<file path="src/rtl/muldiv_defs.sv">
// ---------------------------------------------------------------------------
// muldiv_defs
// Shared definitions for the iterative multiply/divide unit: operation
// encodings as issued by the decoder, the FSM state encoding, and small
// helpers that classify an operation.
// ---------------------------------------------------------------------------
package muldiv_defs;

   // Operation encoding on the op port.
   typedef enum logic [1:0] {
      OP_MULT  = 2'b00,
      OP_MULTU = 2'b01,
      OP_DIV   = 2'b10,
      OP_DIVU  = 2'b11
   } op_e;

   // FSM states of the iterative engine.
   typedef enum logic [1:0] {
      ST_IDLE = 2'b00,
      ST_RUN  = 2'b01,
      ST_FIX  = 2'b10,
      ST_DONE = 2'b11
   } state_e;

   // Bit 0 clear selects the signed flavour (mult/div).
   function automatic logic op_is_signed(input logic [1:0] op);
      return ~op[0];
   endfunction

   // Bit 1 set selects a divide (div/divu).
   function automatic logic op_is_div(input logic [1:0] op);
      return op[1];
   endfunction

endpackage

</file>
<file path="src/rtl/muldiv_unit.sv">
// ---------------------------------------------------------------------------
// muldiv_unit
// Iterative radix-2 multiply/divide unit with architectural HI/LO registers.
// One operation per start pulse; the result reaches HI/LO WIDTH+2 cycles
// after the start edge. Signed operations run on magnitudes and are sign
// corrected in a dedicated FIX cycle.
//
// Ports:
//   clk          rising-edge clock
//   reset        synchronous active-high reset
//   start        begin an operation (only honoured in IDLE)
//   op           00 mult, 01 multu, 10 div, 11 divu
//   a, b         rs / rt operands
//   mthi, mtlo   write wdata to HI / LO (idle, no start)
//   wdata        data for mthi/mtlo
//   busy         operation in progress (state != IDLE)
//   done         one-cycle pulse when HI/LO take a result
//   div_by_zero  one-cycle pulse with done for a divide by zero
//   hi, lo       HI and LO registers
// ---------------------------------------------------------------------------
module muldiv_unit
   import muldiv_defs::*;
#(
   parameter int WIDTH = 32
) (
   input  logic             clk,
   input  logic             reset,
   input  logic             start,
   input  logic [1:0]       op,
   input  logic [WIDTH-1:0] a,
   input  logic [WIDTH-1:0] b,
   input  logic             mthi,
   input  logic             mtlo,
   input  logic [WIDTH-1:0] wdata,
   output logic             busy,
   output logic             done,
   output logic             div_by_zero,
   output logic [WIDTH-1:0] hi,
   output logic [WIDTH-1:0] lo
);

   localparam int CNT_W = $clog2(WIDTH) + 1;

   // Two's-complement negation under control of a flag.
   function automatic logic [WIDTH-1:0] cond_neg_w(input logic [WIDTH-1:0] v,
                                                   input logic             n);
      return n ? (~v + 1'b1) : v;
   endfunction

   function automatic logic [2*WIDTH-1:0] cond_neg_2w(input logic [2*WIDTH-1:0] v,
                                                      input logic               n);
      return n ? (~v + 1'b1) : v;
   endfunction

   state_e               state_q, state_d;
   logic [CNT_W-1:0]     cnt_q;

   logic                 is_div_q;
   logic                 neg_a_q;
   logic                 neg_b_q;
   logic                 b_zero_q;
   logic [WIDTH-1:0]     raw_a_q;
   // Multiplicand (mult) or divisor (div) magnitude.
   logic [WIDTH-1:0]     opnd_q;
   // Mult: {partial product, remaining multiplier bits}.
   // Div:  {partial remainder, dividend bits / quotient bits}.
   logic [2*WIDTH-1:0]   acc_q;
   logic [WIDTH-1:0]     res_hi_q;
   logic [WIDTH-1:0]     res_lo_q;
   logic                 dbz_q;

   logic                 start_ok;
   logic                 in_signed;
   logic                 in_neg_a;
   logic                 in_neg_b;
   logic signed [WIDTH-1:0] in_a_s;
   logic signed [WIDTH-1:0] in_b_s;
   logic [WIDTH-1:0]     in_mag_a;
   logic [WIDTH-1:0]     in_mag_b;

   logic [WIDTH:0]       mul_sum;
   logic [2*WIDTH-1:0]   mul_next;
   logic [WIDTH:0]       div_shift;
   logic [WIDTH+1:0]     div_diff;
   logic [2*WIDTH-1:0]   div_next;

   logic [WIDTH-1:0]     fix_hi;
   logic [WIDTH-1:0]     fix_lo;
   logic                 fix_dbz;
   logic [2*WIDTH-1:0]   prod_fix;

   assign busy     = (state_q != ST_IDLE);
   assign start_ok = (state_q == ST_IDLE) && start;

   // Operand capture: signed ops keep only magnitudes plus sign bits.
   assign in_signed = op_is_signed(op);
   assign in_a_s    = a;
   assign in_b_s    = b;
   assign in_neg_a  = in_signed && (in_a_s < 0);
   assign in_neg_b  = in_signed && (in_b_s < 0);
   assign in_mag_a  = cond_neg_w(a, in_neg_a);
   assign in_mag_b  = cond_neg_w(b, in_neg_b);

   // Shift-add multiply step: add the multiplicand when the current
   // multiplier LSB is set, then shift the whole accumulator right.
   always_comb begin
      mul_sum  = {1'b0, acc_q[2*WIDTH-1:WIDTH]} + {1'b0, (acc_q[0] ? opnd_q : '0)};
      mul_next = {mul_sum, acc_q[WIDTH-1:1]};
   end

   // Restoring divide step: shift the next dividend bit into the remainder,
   // trial-subtract the divisor and keep the difference if it did not borrow.
   // On a failed subtract the shifted remainder is below the divisor, so its
   // top bit is zero and dropping it is lossless.
   always_comb begin
      div_shift = acc_q[2*WIDTH-1:WIDTH-1];
      div_diff  = {1'b0, div_shift} - {2'b00, opnd_q};
      if (div_diff[WIDTH+1]) begin
         div_next = {div_shift[WIDTH-1:0], acc_q[WIDTH-2:0], 1'b0};
      end else begin
         div_next = {div_diff[WIDTH-1:0], acc_q[WIDTH-2:0], 1'b1};
      end
   end

   // Sign correction. The signed-overflow divide falls out naturally: the
   // magnitude quotient 2^(WIDTH-1) is left un-negated, i.e. most-negative.
   always_comb begin
      fix_hi   = '0;
      fix_lo   = '0;
      fix_dbz  = 1'b0;
      prod_fix = cond_neg_2w(acc_q, neg_a_q ^ neg_b_q);
      if (is_div_q) begin
         if (b_zero_q) begin
            fix_hi  = raw_a_q;
            fix_lo  = '1;
            fix_dbz = 1'b1;
         end else begin
            fix_lo = cond_neg_w(acc_q[WIDTH-1:0], neg_a_q ^ neg_b_q);
            fix_hi = cond_neg_w(acc_q[2*WIDTH-1:WIDTH], neg_a_q);
         end
      end else begin
         fix_hi = prod_fix[2*WIDTH-1:WIDTH];
         fix_lo = prod_fix[WIDTH-1:0];
      end
   end

   always_comb begin
      state_d = state_q;
      case (state_q)
         ST_IDLE: if (start) state_d = ST_RUN;
         ST_RUN:  if (cnt_q == CNT_W'(WIDTH - 1)) state_d = ST_FIX;
         ST_FIX:  state_d = ST_DONE;
         ST_DONE: state_d = ST_IDLE;
         default: state_d = ST_IDLE;
      endcase
   end

   // Control and architectural state.
   always_ff @(posedge clk) begin
      if (reset) begin
         state_q     <= ST_IDLE;
         cnt_q       <= '0;
         done        <= 1'b0;
         div_by_zero <= 1'b0;
         hi          <= '0;
         lo          <= '0;
      end else begin
         state_q     <= state_d;
         done        <= (state_q == ST_DONE);
         div_by_zero <= (state_q == ST_DONE) && dbz_q;
         if (start_ok) begin
            cnt_q <= '0;
         end else if (state_q == ST_RUN) begin
            cnt_q <= cnt_q + 1'b1;
         end
         if (state_q == ST_DONE) begin
            hi <= res_hi_q;
            lo <= res_lo_q;
         end else if (state_q == ST_IDLE && !start) begin
            if (mthi) hi <= wdata;
            if (mtlo) lo <= wdata;
         end
      end
   end

   // Datapath registers; their contents are meaningless until a start
   // loads them, so they carry no reset.
   always_ff @(posedge clk) begin
      if (start_ok) begin
         is_div_q <= op_is_div(op);
         neg_a_q  <= in_neg_a;
         neg_b_q  <= in_neg_b;
         b_zero_q <= (b == '0);
         raw_a_q  <= a;
         opnd_q   <= op_is_div(op) ? in_mag_b : in_mag_a;
         acc_q    <= {{WIDTH{1'b0}}, (op_is_div(op) ? in_mag_a : in_mag_b)};
      end else if (state_q == ST_RUN) begin
         acc_q <= is_div_q ? div_next : mul_next;
      end else if (state_q == ST_FIX) begin
         res_hi_q <= fix_hi;
         res_lo_q <= fix_lo;
         dbz_q    <= fix_dbz;
      end
   end

endmodule

</file>
<file path="config.mk">
export PLATFORM = sky130hd
export DESIGN_NAME = muldiv_unit
export DESIGN_NICKNAME = d
export VERILOG_FILES = /design/src/rtl/muldiv_defs.sv /design/src/rtl/muldiv_unit.sv
export SDC_FILE = /design/constraint.sdc
export NUM_CORES = 1
export LEC_CHECK = 0
export CORE_MARGIN = 2
export CORE_UTILIZATION = 60
export CTS_CLUSTER_DIAMETER = 80
export DETAILED_ROUTE_END_ITERATION = 8
export PLACE_DENSITY_LB_ADDON = 0.25
export SKIP_LAST_GASP = 1
export SLEW_MARGIN = 5
export SYNTH_ARGS = -nofsm -noshare
export SYNTH_HDL_FRONTEND = slang
export SYNTH_SLANG_ARGS = --single-unit
</file>
<file path="constraint.sdc">
create_clock -name clk -period 7.5 [get_ports clk]
set_clock_uncertainty 0.2 [all_clocks]
set_input_delay 2.25 -clock clk [delete_from_list [all_inputs] [get_ports clk]]
set_output_delay 2.25 -clock clk [all_outputs]
set_load 0.01 [all_outputs]
</file>
==> reports/qor.txt, run 1 <==
Boundary Pins = 170
Synthesized area = 18840 um^2
Crit path launch = b[0]
FF-to-FF setup slack = 2.70 ns
Total Nets Final = 2437
Worst-Skew Late Latency = 0.58 ns
Layout cells sized above 1 = 0.05302
Setup TNS = 0 ns
Vias in the first global route = 15.97k
Leading area contributor after synthesis = edfxtp_1
Clock Path Buffers = 3
Startpoint types = input port
RSZ-0062 raised after global routing = no
Syn Nets = 2348
Slew Limit Fails = 0
Register bit total from synthesis = 271
Power Total = 8.855 mW
Setup Fix Bufs, Post-CTS = 0
Crit path capture = acc_q[26]
Slew at the pin closest to its max-slew limit = 1.206 ns
# DRC = 0
RR Endpoint = acc_q[0]
Congestion Overflow GR = 0
CTS root buffer = clkbuf_16
Hold crit path type = reg -> reg
TritonCTS clock tree = built
1st-pass router iterations = 7
Final setup fails = 0
Cell leakage power = 8.884 nW
Peak supply drop = 0.2455 mV
Die Wd = 181.2 um
Die H = 181.2 um
Initial core utilization = 0.6126
Critical path class = in -> reg
Fmax = 195.2 MHz
Drt wl/cell = 23.26 um
Syn Inst Count = 2169
R2R depth = 10
Fin crit share = 0.6830
Core area = 30750 um^2
Synth unique cells = 89
Fin Hold WS = 0.2606 ns
Initial antenna violation count = 3
Fill count = 2458
Max-slew headroom = 0.1961
Asr flop ratio synth = 0
CTS Buf Count = 30
Row cnt = 64
Vias/cell = 6.539
Worst EP arrival = 5.21 ns
Ys Warns = 0
Die area = 32830 um^2
Post-synth EDFFs = 165
Tot GR Track Use = 0.3691
P&R area growth vs syn = 15.07%
ANT nets after route = 0
Status = completed
Worst Hold Depth = 1
WL final = 62310 um
Via count = 17.52k
CP max FO = 4
Top FF cell, synth = edfxtp_1
Clock sink count = 271
Worst setup EP type = register
Htree depth = 1
Hold Fails Final Rpt = 0
Area share of the largest cell type after synthesis = 0.2630
Period minus WS final = 5.123 ns
Post-CTS Hold Fix Bufs = 0
Largest net degree at the start of global routing = 114
Pwr Density = 408.5 nW/um^2
Critical Path RT = 7.59 ns
RR Startpoint = acc_q[32]
1st-iter DRT viols = 2008
Syn_area_per_cell = 8.685 um^2
Routability cong. = 0.9967
First-pass GRT wire length = 94570 um
Final HPWL DP = 46670 um
Port buffer count = 169
Post-CTS Resized = 0
Post-synthesis sequential area ratio = 0.3757
Top cells by area, synth = edfxtp_1 (26%), dfxtp_1 (11%), mux2i_1 (9.5%)
MaxCap Viol Count = 0
Clk pin slew, worst setup/hold paths = 0.06 ns
## power by group
group,internal (mW),switching (mW)
Clock,0.843,0.636
Combinational,1.74,2.80
Sequential,2.26,0.576
Total,4.84,4.01
## cells in the mapped netlist (5+ instances only)
library cell and n:
o211ai_1 11, nor4_1 14, o22ai_1 5, o221ai_1 6, o221a_2 5, and3_1 14
o21ai_0 151, or3_1 16, o21a_1 13, o21ai_1 7, dfxtp_1 106, a211oi_1 23
nor2b_1 11, a21o_1 35, o41ai_1 10, o31ai_1 22, xnor2_1 87, nor2_1 328
a21oi_1 232, nand3_1 27, mux2_2 6, xor2_1 74, or4_1 8, buf_1 21
and4_1 5, mux2i_1 179, o21bai_1 8, ha_1 74, nand2b_1 13, inv_1 63
nand2_1 154, clkbuf_1 97, nand4_1 17, a31oi_1 21, nor3_2 5, nor3_1 39
edfxtp_1 165, and2_1 5, buf_2 5
## cell families after synthesis
group	after synthesis	share of synthesized area
compound gates	595	0.1900
xor+xnor	161	0.07485
fa+ha+maj	76	0.05128
buf+inv	193	0.04005
flops	271	0.3757
mux	185	0.09870
simple gates	688	0.1694
## final cells by class
class	instances	area, um^2	area share
diodes	1	2.502	0.0001154
flip-flops and latches	271	7077	0.3265
multi-input cells	1705	11050	0.5097
inverters	64	241.5	0.01114
repair buffers	186	1812	0.08358
clock inverters	15	146.4	0.006753
clock buffers	41	854.6	0.03942
well taps	396	495.5	0.02286
## per-layer routing
| layer | wire [um] | track usage |
|---|---|---|
| met1 | 25160 | 0.5119 |
| met2 | 27650 | 0.5686 |
| met3 | 6630 | 0.07055 |
| met4 | 2856 | 0.1506 |
| met5 | 12 | 0 |
## flip-flops by register name, summed over array words and instances (netlist names)
name / flops
acc_q: 64
b_zero_q: 1
cnt_q: 6
dbz_q: 1
div_by_zero: 1
done: 1
hi: 32
is_div_q: 1
lo: 32
neg_a_q: 1
neg_b_q: 1
opnd_q: 32
raw_a_q: 32
res_hi_q: 32
res_lo_q: 32
state_q: 2
## stage by stage
step	utilization	area, um^2	setup slack, ns	cells
3_5_place_dp	0.6723	20670	1.854	2622
3_3_place_gp	0.6723	20670	1.950	2622
4_1_cts	0.7049	21670	2.473	2678
2_1_floorplan	-	18840	2.790	2169
6_report	0.7050	21680	2.377	2679
5_1_grt	0.7049	21670	2.104	2678
## critical path, stage by stage
cell,delay [ns]
clkdlybuf4s50_1,0.46
inv_1,0.08
ha_1,0.18
nor4b_1,0.52
nand4_1,0.33
and2b_1,0.35
nand2_1,0.13
o41ai_1,0.38
xor2_1,0.23
mux2i_1,0.10
nand2_1,0.10
o21ai_0,0.09
## how the worst min path moves through the flow
stage	startpoint	to	slack, ns
3_5_place_dp	dbz_q	div_by_zero	0.25
6_report	dbz_q	div_by_zero	0.26
2_1_floorplan	dbz_q	div_by_zero	0.22
5_1_grt	dbz_q	div_by_zero	0.28
3_3_place_gp	dbz_q	div_by_zero	0.23
4_1_cts	dbz_q	div_by_zero	0.27
## layout by cell type (no fill, tap or decap), drive strengths merged, types with 27 or more instances in the layout
master,count
edfxtp,165
o21ai,159
nor3,45
clkbuf,41
ha,74
xor2,74
nand2,156
mux2i,179
a21oi,234
nor2,328
clkdlybuf4s50,167
a21o,35
inv,65
nand3,27
xnor2,87
dfxtp,106
Power figures use the tool's default switching activity.
==> run 2: changes to the inputs <==
Settings changed: CORE_UTILIZATION 60 to 59.
Clock period 7.5 ns to 5.2 ns, I/O delays scaled along.
==> run 2 against run 1 <==
Global-route usage rose by 0.28 points. Non-clock buffer count rose by 23. Register-to-register slack worse by 2.0 ns. Sequential power is 41% higher. Total power grew 44%. Critical path depth stayed put. First-iteration DRC count grew 5.8%. Via count fell by 0.38%. Combinational power grew 48%. Die area up 1.7%.
==> reports/qor.txt, run 2 (synthesized netlist as in run 1, its figures left out) <==
Status = completed
1st-pass router iterations = 6
Row cnt = 65
Startpoint types = register
CTS Buf Count = 28
CTS root buffer = clkbuf_16
Power Total = 12.77 mW
1st-iter DRT viols = 2125
Worst EP arrival = 4.74 ns
Via count = 17.45k
Worst setup EP type = register
Max reg flops = 64
Routability cong. = 1.003
WL final = 63420 um
ANT nets after route = 0
Period minus WS final = 4.478 ns
Max-slew headroom = 0.1664
Largest net degree at the start of global routing = 94
Die area = 33370 um^2
Total Nets Final = 2458
Post-CTS Resized = 0
Final HPWL DP = 48040 um
Hold crit path type = reg -> reg
CP max FO = 21
Clock Path Buffers = 3
Largest reg by FF count = acc_q
Fill count = 2472
Fin area = 21790 um^2
Critical Path RT = 5.46 ns
Worst-Skew Late Latency = 0.58 ns
Congestion Overflow GR = 0
Slew Limit Fails = 0
Layout cells sized above 1 = 0.06171
Peak supply drop = 0.3544 mV
# DRC = 0
Vias/cell = 6.454
Die H = 182.7 um
MaxCap Viol Count = 0
Most common cell after layout, fill and taps aside = nor2_1
Fin Hold WS = 0.2505 ns
Post-CTS Hold Fix Bufs = 0
Setup TNS = 0 ns
TritonCTS clock tree = built
Commonest cells after routing, fill and taps aside = nor2_1 (328), a21oi_1 (232), mux2i_1 (179)
Fin crit share = 0.8611
Setup WS post-layout = 0.7222 ns
RSZ-0062 raised after global routing = no
Storage element area = 7077 um^2
Pwr Density = 586.0 nW/um^2
Fmax = 223.3 MHz
Boundary Pins = 170
First-pass GRT wire length = 95440 um
Clk pin slew, worst setup/hold paths = 0.06 ns
DP Worst Slack = 0.3664 ns
Critical path class = reg -> reg
Area after DPL = 20860 um^2
Htree depth = 1
Cell leakage power = 8.963 nW
Tot GR Track Use = 0.3719
Hold Fails Final Rpt = 0
Slew at the pin closest to its max-slew limit = 1.246 ns
Core area = 31470 um^2
Final setup fails = 0
Vias in the first global route = 16.05k
Drt wl/cell = 23.46 um
Die Wd = 182.7 um
Port buffer count = 169
Setup Fix Bufs, Post-CTS = 0
Clock sink count = 271
Area of the multi-input gates = 11050 um^2
Initial antenna violation count = 4
Initial core utilization = 0.5985
P&R area growth vs syn = 15.67%
[run 2: path summary, 6_finish.rpt]
kind	startpoint	end	slack, ns	depth (start not counted)
hold reg to reg	dbz_q	div_by_zero	0.25	1
hold / removal	dbz_q	div_by_zero	0.25	1
setup reg to reg	acc_q[0]	acc_q[57]	0.72	12
setup / recovery	acc_q[0]	acc_q[57]	0.72	12
[run 2: layout make-up]
| cell class | instances | share of cell area |
|---|---|---|
| antenna | 1 | 0.0001148 |
| inverter | 64 | 0.01108 |
| timing repair buffer | 209 | 0.09107 |
| clock inverter | 11 | 0.005570 |
| sequential | 271 | 0.3248 |
| multi-input combinational | 1705 | 0.5071 |
| tap | 402 | 0.02308 |
| clock buffer | 41 | 0.03721 |
[run 2: metal layers]
layer  part of all wire  vias to the layer above  GRT usage
met4              0.040                        6     0.1397
met1               0.41                     8256     0.5148
met2               0.44                      972     0.5786
met3               0.10                      150    0.07304
li1                   -                     8067          -
met5            0.00068                        -          0
[run 2: metrics by stage]
stage               cells    util
global placement     2651  0.6626
finish               2704  0.6923
global route         2703  0.6922
floorplan            2169       -
detailed placement   2651  0.6626
CTS                  2703  0.6922
[run 2: power breakdown]
part           switching (mW)  internal [mW]  total [mW]
clock                   0.894           1.14        2.04
sequential              0.738           3.25        3.99
combinational            4.16           2.58        6.74
total                    5.79           6.97        12.8
[run 2: critical path, stage by stage, from the launching register on]
cell,delay [ns]
edfxtp_1,0.52
inv_1,0.58
buf_4,0.40
nor2_1,0.09
ha_1,0.37
o21a_1,0.14
nor2_1,0.07
or4_1,0.59
o31ai_1,0.62
o21ai_0,0.24
xor2_1,0.18
o21ai_0,0.09
o221a_2,0.28
